[src/rtl/wb_rr_arbiter.sv]
// Two-master round-robin Wishbone arbiter with a per-transfer watchdog in front of one shared slave.
// One cycle of arbitration latency from IDLE, none on handover; masters stall via the slave's ack.
module wb_rr_arbiter #(
    parameter int unsigned timeout = 1023
) (
    input  logic        clk,
    input  logic        reset_n,

    input  logic [31:0] m0_adr_i,
    input  logic [31:0] m0_dat_i,
    output logic [31:0] m0_dat_o,
    input  logic [3:0]  m0_sel_i,
    input  logic        m0_we_i,
    input  logic        m0_cyc_i,
    input  logic        m0_stb_i,
    output logic        m0_ack_o,
    output logic        m0_err_o,

    input  logic [31:0] m1_adr_i,
    input  logic [31:0] m1_dat_i,
    output logic [31:0] m1_dat_o,
    input  logic [3:0]  m1_sel_i,
    input  logic        m1_we_i,
    input  logic        m1_cyc_i,
    input  logic        m1_stb_i,
    output logic        m1_ack_o,
    output logic        m1_err_o,

    output logic [31:0] s_adr_o,
    output logic [31:0] s_dat_o,
    output logic [3:0]  s_sel_o,
    output logic        s_we_o,
    output logic        s_cyc_o,
    output logic        s_stb_o,
    input  logic [31:0] s_dat_i,
    input  logic        s_ack_i,
    input  logic        s_err_i
);

    typedef enum logic [1:0] {IDLE, GNT0, GNT1} state_t;

    localparam logic [15:0] TMO = 16'(timeout);

    state_t      state_q, state_d;
    logic        last_q, last_d;
    logic [15:0] wd_cnt_q, wd_cnt_d;
    logic        gnt0, gnt1, wd_hit;

    assign gnt0 = (state_q == GNT0);
    assign gnt1 = (state_q == GNT1);

    always_comb begin
        state_d = state_q;
        last_d  = last_q;
        case (state_q)
            IDLE: begin
                if (m0_cyc_i && (!m1_cyc_i || last_q)) begin
                    state_d = GNT0;
                    last_d  = 1'b0;
                end else if (m1_cyc_i) begin
                    state_d = GNT1;
                    last_d  = 1'b1;
                end
            end
            GNT0: begin
                if (!m0_cyc_i) begin
                    state_d = m1_cyc_i ? GNT1 : IDLE;
                    last_d  = m1_cyc_i ? 1'b1 : last_q;
                end
            end
            GNT1: begin
                if (!m1_cyc_i) begin
                    state_d = m0_cyc_i ? GNT0 : IDLE;
                    last_d  = m0_cyc_i ? 1'b0 : last_q;
                end
            end
            default: state_d = IDLE;
        endcase
    end

    always_comb begin
        s_adr_o = '0;
        s_dat_o = '0;
        s_sel_o = '0;
        s_we_o  = 1'b0;
        s_cyc_o = 1'b0;
        s_stb_o = 1'b0;
        if (gnt0) begin
            s_adr_o = m0_adr_i;
            s_dat_o = m0_dat_i;
            s_sel_o = m0_sel_i;
            s_we_o  = m0_we_i;
            s_cyc_o = m0_cyc_i;
            s_stb_o = m0_stb_i;
        end else if (gnt1) begin
            s_adr_o = m1_adr_i;
            s_dat_o = m1_dat_i;
            s_sel_o = m1_sel_i;
            s_we_o  = m1_we_i;
            s_cyc_o = m1_cyc_i;
            s_stb_o = m1_stb_i;
        end
    end

    // A slave ack arriving on the very cycle the limit is reached still completes the transfer.
    assign wd_hit = (TMO != 16'd0) && (wd_cnt_q == TMO) && s_stb_o && !s_ack_i;

    always_comb begin
        if (wd_hit)
            wd_cnt_d = '0;
        else if (s_stb_o && !s_ack_i && !s_err_i)
            wd_cnt_d = wd_cnt_q + 16'd1;
        else
            wd_cnt_d = '0;
    end

    assign m0_dat_o = s_dat_i;
    assign m1_dat_o = s_dat_i;
    assign m0_ack_o = gnt0 & s_ack_i;
    assign m1_ack_o = gnt1 & s_ack_i;
    assign m0_err_o = gnt0 & (s_err_i | wd_hit);
    assign m1_err_o = gnt1 & (s_err_i | wd_hit);

    always_ff @(posedge clk or negedge reset_n) begin
        if (!reset_n) begin
            state_q  <= IDLE;
            last_q   <= 1'b1;
            wd_cnt_q <= '0;
        end else begin
            state_q  <= state_d;
            last_q   <= last_d;
            wd_cnt_q <= wd_cnt_d;
        end
    end

endmodule
[config.mk]
export PLATFORM = sky130hd
export DESIGN_NAME = wb_rr_arbiter
export DESIGN_NICKNAME = d
export VERILOG_FILES = /design/src/rtl/wb_rr_arbiter.sv
export SDC_FILE = /design/constraint.sdc
export NUM_CORES = 1
export LEC_CHECK = 0
export ABC_AREA = 1
export ABC_CLOCK_PERIOD_IN_PS = 2000
export BUFFER_PORTS_ARGS = -buffer_cell sky130_fd_sc_hd__buf_4
export CORE_AREA = 2 2 123 125
export CTS_BUF_LIST = sky130_fd_sc_hd__clkbuf_2 sky130_fd_sc_hd__clkbuf_4 sky130_fd_sc_hd__clkbuf_8
export DETAILED_ROUTE_END_ITERATION = 16
export DIE_AREA = 0 0 125 127
export HOLD_SLACK_MARGIN = 0.1
export PLACE_DENSITY = 0.52
export SLEW_MARGIN = 20
export SYNTH_ARGS = -nofsm -noshare
export SYNTH_HDL_FRONTEND = slang
export SYNTH_SLANG_ARGS = --single-unit
[constraint.sdc]
create_clock -name clk -period 2 [get_ports clk]
set_clock_uncertainty 0.15 [all_clocks]
set_input_delay 0.2 -clock clk [delete_from_list [all_inputs] [get_ports clk]]
set_output_delay 0.2 -clock clk [all_outputs]
set_load 0.02 [all_outputs]
# [Word-level counts from Yosys, hierarchy flattened]
# Index checks and enable logic that the tools add are counted.
# Widths: inputs -> output; s select.
[word_totals] register_bits=19 in_bits=178 out_inout_bits=139 elab_cells=56
[op_classes] n_addsub=1 n_eq_ne=7 mux=27 bitwise=5 n_reduce_logical=13
[op_table] cell="$mux 32" count=4
[op_table] cell="$mux 16" count=2
[op_table] cell="$add 16x1->16 const B" count=1
[op_table] cell="$eq 16x10->1 const B" count=1
[op_table] cell="$mux 1" count=12
[op_table] cell="$mux 2" count=5
[op_table] cell="$mux 4" count=2
[op_table] cell="$ne 2x2->1 const B" count=3
[op_table] cell="$pmux 2 s3" count=1
[op_table] cell="$logic_and 1x1->1" count=5
[op_table] cell="$and 1x1->1" count=4
[op_table] cell="$reduce_and 4->1" count=1
[op_table] cell="$logic_not 1->1" count=3
[op_table] cell="$ne 3x3->1 const B" count=1
[op_table] cell="$pmux 1 s3" count=1
[op_table] cell="$reduce_and 3->1" count=1
[op_table] cell="$reduce_bool 3->1" count=1
[op_table] cell="$eq 2x1->1 const B" count=1
[op_table] cell="$eq 2x2->1 const B" count=1
[op_table] cell="$logic_not 2->1" count=1
[op_table] cell="$logic_or 1x1->1" count=1
[op_table] cell="$or 1x1->1" count=1

# [Logic depth before layout (Yosys ltp)]
[depth] depth_word=7 mapped_depth=9 mapped_depth_nobuf=8

# [Least setup slack after synthesis]
# No wires, ideal clock.
[synth_path] kind="register to output" from="reg state_q[1]" to="out m0_err_o" t_arrival_ps=1397 required_time_ps=1650 setup_slack_ps=253 path_stages_with_launch=9 path_buffers=0 cell_sequence="dfrtp_1 inv_1 ha_1 inv_2 nand2_1 nand2_2 nor2_4 nand3_1 a21oi_1"
[synth_between] elab_chain_cells=7 elab_cells_between_ends=8 cone_classes="2 x eq/ne; 2 x mux; 2 x bitwise; 2 x reduce/logical"
[synth_rtl] item="start: declaration" line="44" rtl="state_t state_q, state_d;"
[synth_rtl] item="start signal: assignment" line="130" rtl="state_q <= state_d;"
[synth_rtl] item="$eq 2x2->1" line="50" rtl="assign gnt1 = (state_q == GNT1);"
[synth_rtl] item="$mux 1" line="95" rtl="end else if (gnt1) begin"
[synth_rtl] item="$mux 1" line="88" rtl="if (gnt0) begin"
[synth_rtl] item="$logic_and 1x1->1 (2 in series)" line="106" rtl="assign wd_hit = (TMO != 16'd0) && (wd_cnt_q == TMO) && s_stb_o && !s_ack_i;"
[synth_rtl] item="$or 1x1->1" line="121" rtl="assign m0_err_o = gnt0 & (s_err_i | wd_hit);"
[synth_rtl] item="$and 1x1->1 *" line="121"
[synth_rtl] item="end: declaration" line="17" rtl="output logic m0_err_o,"
# Mark *: on every way between the ends. The rest lies on a longest branch, timed or not.

# [Worst setup path after layout]
[layout_path] from="reg state_q[0]" to="out m1_err_o"
[layout_between] elab_chain_cells=7 elab_cells_between_ends=8 cone_classes="2 x eq/ne; 2 x mux; 2 x bitwise; 2 x reduce/logical"
[layout_rtl] item="$eq 2x2->1" line="50"
[layout_rtl] item="$mux 1" line="95"
[layout_rtl] item="$mux 1" line="88"
[layout_rtl] item="$logic_and 1x1->1 (2 in series)" line="106"
[layout_rtl] item="$or 1x1->1" line="122" rtl="assign m1_err_o = gnt1 & (s_err_i | wd_hit);"
[layout_rtl] item="$and 1x1->1 *" line="122"
[layout_rtl] item="end: declaration" line="27" rtl="output logic m1_err_o,"
# Marked as above.

==> metrics.csv <==
stage;metric;value;unit
routing;routed_wl;14000;um
yosys;yosys_warnings;0;
floorplan;dieWidth;125;um
routing;routedLengthMet1;5150;um
yosys;number_of_nets_produced_by_synthesis;643;
setup_path;timing.critical_path.required;1.65;ns
setup_path;criticalPathCategory;reg2out;
clock_network;cts_htree_levels;1;
final_layout;flow.area_growth_from_synthesis;70.6;%
sta;fmax;508;MHz
placement;port_buffers;220;
final_layout;layout.nets;807;
setup_path;path_max_fanout;4;
routing;routedWlPerCell;17.4;um
power_and_ir_drop;total_leakage_power;2.45;nW
sta;timing_max_transition_violations_final;0;
sta;timing.slew.headroom;78.0;%
sta;tightestPinTransition;0.330;ns
setup_path;timing.critical_path.slowest_cell_delay;0.45;ns
placement;routability_congestion_estimate;0.744;
routing;route.met3.wl;1220;um
yosys;synthesis.area;2640;sq um
setup_path;crit_path_frequent_cell;nand2_2;
clock_network;clk_pin_slew_worst_paths;0.07;ns
routing;drt-initial-drc-count;134;
sta;timing.final.crit_period;1.97;ns
sta;min_period_over_period;98.4;%
placement;place.detailed.hpwl;10900;um
routing;total_drc_errors_in_the_routed_layout;0;
final_layout;drive_gt1_share;45.3;%
sta;holdWs;0.213;ns
floorplan;floorplan.initialDensity;18.3;%
final_layout;final_cells;807;
final_layout;n_antenna_cell;0;
floorplan;core.rowCount;44;
setup_path;critPathArrivalTime;1.62;ns
floorplan;io_pins;317;
clock_network;clock_latency;0.25;ns
setup_path;critical_path.endpoint_type;output pin;
setup_path;cp_top_family;flip-flops;
routing;post_drt_via_cell_ratio;4.19;
clock_network;cts_tree;done;
setup_path;timing.critical_path.from_type;flop;
floorplan;core_region_area;14400;sq um
floorplan;die-height;127;um
global_route;number_of_global_route_vias_before_repair;3253;
final_layout;finish.utilization;31.2;%
routing;drt_first_pass_iters;4;
status;outcome;finished, final reports clean;
floorplan;dieArea;15900;sq um
global_route;antenna_found_initial;0;
sta;rsz_0062_raised_after_global_routing;true;
routing;wl_met2;7240;um
yosys;synth_seq_area_share;18.1;%
global_route;gr-total-overflow;0;
routing;antenna_left;0;
clock_network;clock-root-buffer;clkbuf_8;
clock_network;cts_made_buffers;3;
setup_path;critPathBufInv;2;
global_route;grt_max_degree;43;
setup_path;crit_chain;inv_2, ha_4, nand2_2, nand2_2, nand2_2, nor2_4, nand3_2, a21oi_2, buf_6;
sta;report.final.hold_viol_count;0;
placement;placedCellCount;785;
global_route;grt_first_pass_wirelength;19500;um
min_path;hold_path.class;in2async;
power_and_ir_drop;powerDensity;1120;nW/um^2
yosys;synth_area_per_cell;5.73;sq um
power_and_ir_drop;peakVddDrop;0.387;mV
sta;report.final.setup_viol;0;
clock_network;clock-sinks;19;
routing;dr.max_layer_used;met4;
routing;routed-via-count;3378;
clock_network;clockBufferDepth;2;
yosys;synth.distinct_cells;22;
global_route;gr-usage-all-layers;15.9;%
run;drv.max_cap_violation_count;0;
setup_path;critPathSlowestCell;dfrtp_2;
yosys;synth-seq-cells;19;
yosys;postSynthCellCount;460;
==> layer usage <==
metal / vias up / track usage [%]
li1: 1707 / -
met1: 1468 / 18.0
met2: 165 / 28.6
met3: 38 / 4.73
met4: 0 / 5.10
met5: - / 0
==> logic make-up (layout without fill, tap and decap cells) <==
group | Yosys count | after routing | share of synthesized area [%]
fa+ha+maj | 5 | 5 | 2.37
simple gates | 302 | 302 | 48.1
flops | 19 | 19 | 18.1
buf+inv | 110 | 273 | 25.5
compound gates | 17 | 17 | 3.56
xor+xnor | 7 | 7 | 2.33
==> through the flow <==
stage / TNS, ns / setup slack [ns] / cell area, sq um / power (mW)
global placement: 0 / 0.133 / 4050 / 4.16
finish: 0 / 0.0316 / 4500 / 5.02
floorplan: 0 / 0.253 / 2640 / 2.60
detailed placement: 0 / 0.0778 / 4050 / 4.16
CTS: -0.0237 / -0.0237 / 4300 / 4.76
global route: -0.952 / -0.0530 / 4500 / 5.38
==> where the power goes <==
| part | internal (mW) | leakage, nW | switching (mW) |
|---|---|---|---|
| sequential | 0.423 | 0.258 | 0.0321 |
| clock | 0.155 | 0.0262 | 0.125 |
| combinational | 1.85 | 2.16 | 2.44 |
==> state kept, by name, summed over array words and instances (netlist names) <==
register / count
wd_cnt_q: 16
last_q: 1
state_q: 2
==> layout by cell type (no fill, tap or decap), drive strengths merged <==
cell type,instances
inv,23
clkbuf,7
a31oi,1
nor2,35
dfstp,1
buf,239
bufbuf,1
nand4,2
dfrtp,18
dlygate4sd3,3
o21bai,3
nand3,80
ha,5
xor2,4
a21oi,4
xnor2,3
o21ai,9
nand2,185
==> area by class of cell <==
| cell class | instances | area [sq um] |
|---|---|---|
| well taps | 184 | 230 |
| fillers | 1657 | 9930 |
| flip-flops and latches | 19 | 478 |
| clock buffers | 4 | 48.8 |
| repair buffers | 246 | 2040 |
| multi-input cells | 331 | 1600 |
| inverters | 23 | 93.8 |
==> Yosys cell counts, drive strengths merged <==
cell / n / area [sq um]
nand2: 185 / 699
buf: 80 / 561
nand3: 80 / 410
nor2: 35 / 146
inv: 23 / 86.3
dfrtp: 18 / 450
o21ai: 9 / 45.0
clkbuf: 7 / 26.3
ha: 5 / 62.6
a21oi: 4 / 20.0
xor2: 4 / 35.0
o21bai: 3 / 22.5
xnor2: 3 / 26.3
nand4: 2 / 12.5
a31oi: 1 / 6.26
dfstp: 1 / 26.3
==> repair_timing <==
action | 4_1_cts | 5_1_grt
hold endpoints to repair | 21 | 0
pin swaps | 2 | 7
setup buffers | 6 | 3
hold buffers | 3 | 0
resized for setup | 20 | 24
gates cloned | 2 | 4
endpoints found under the setup margin | 59 | 74
==> path summary, 6_finish.rpt <==
kind                                         from                     to  cells after the start  slack, ns
setup / recovery           state_q[0]$_DFFE_PN0P_               m1_err_o                      9       0.03
hold / removal                            reset_n  wd_cnt_q[9]$_DFF_PN0_                      2       0.21
setup reg to reg           state_q[1]$_DFFE_PN0P_     last_q$_DFFE_PN1P_                      9       0.19
hold reg to reg             wd_cnt_q[0]$_DFF_PN0_  wd_cnt_q[0]$_DFF_PN0_                      1       0.34
max in group asynchronous                 reset_n     last_q$_DFFE_PN1P_                      2       1.22
min in group clk                          s_err_i  wd_cnt_q[5]$_DFF_PN0_                      4       0.25
No activity file was read; power rests on OpenSTA's default activity.
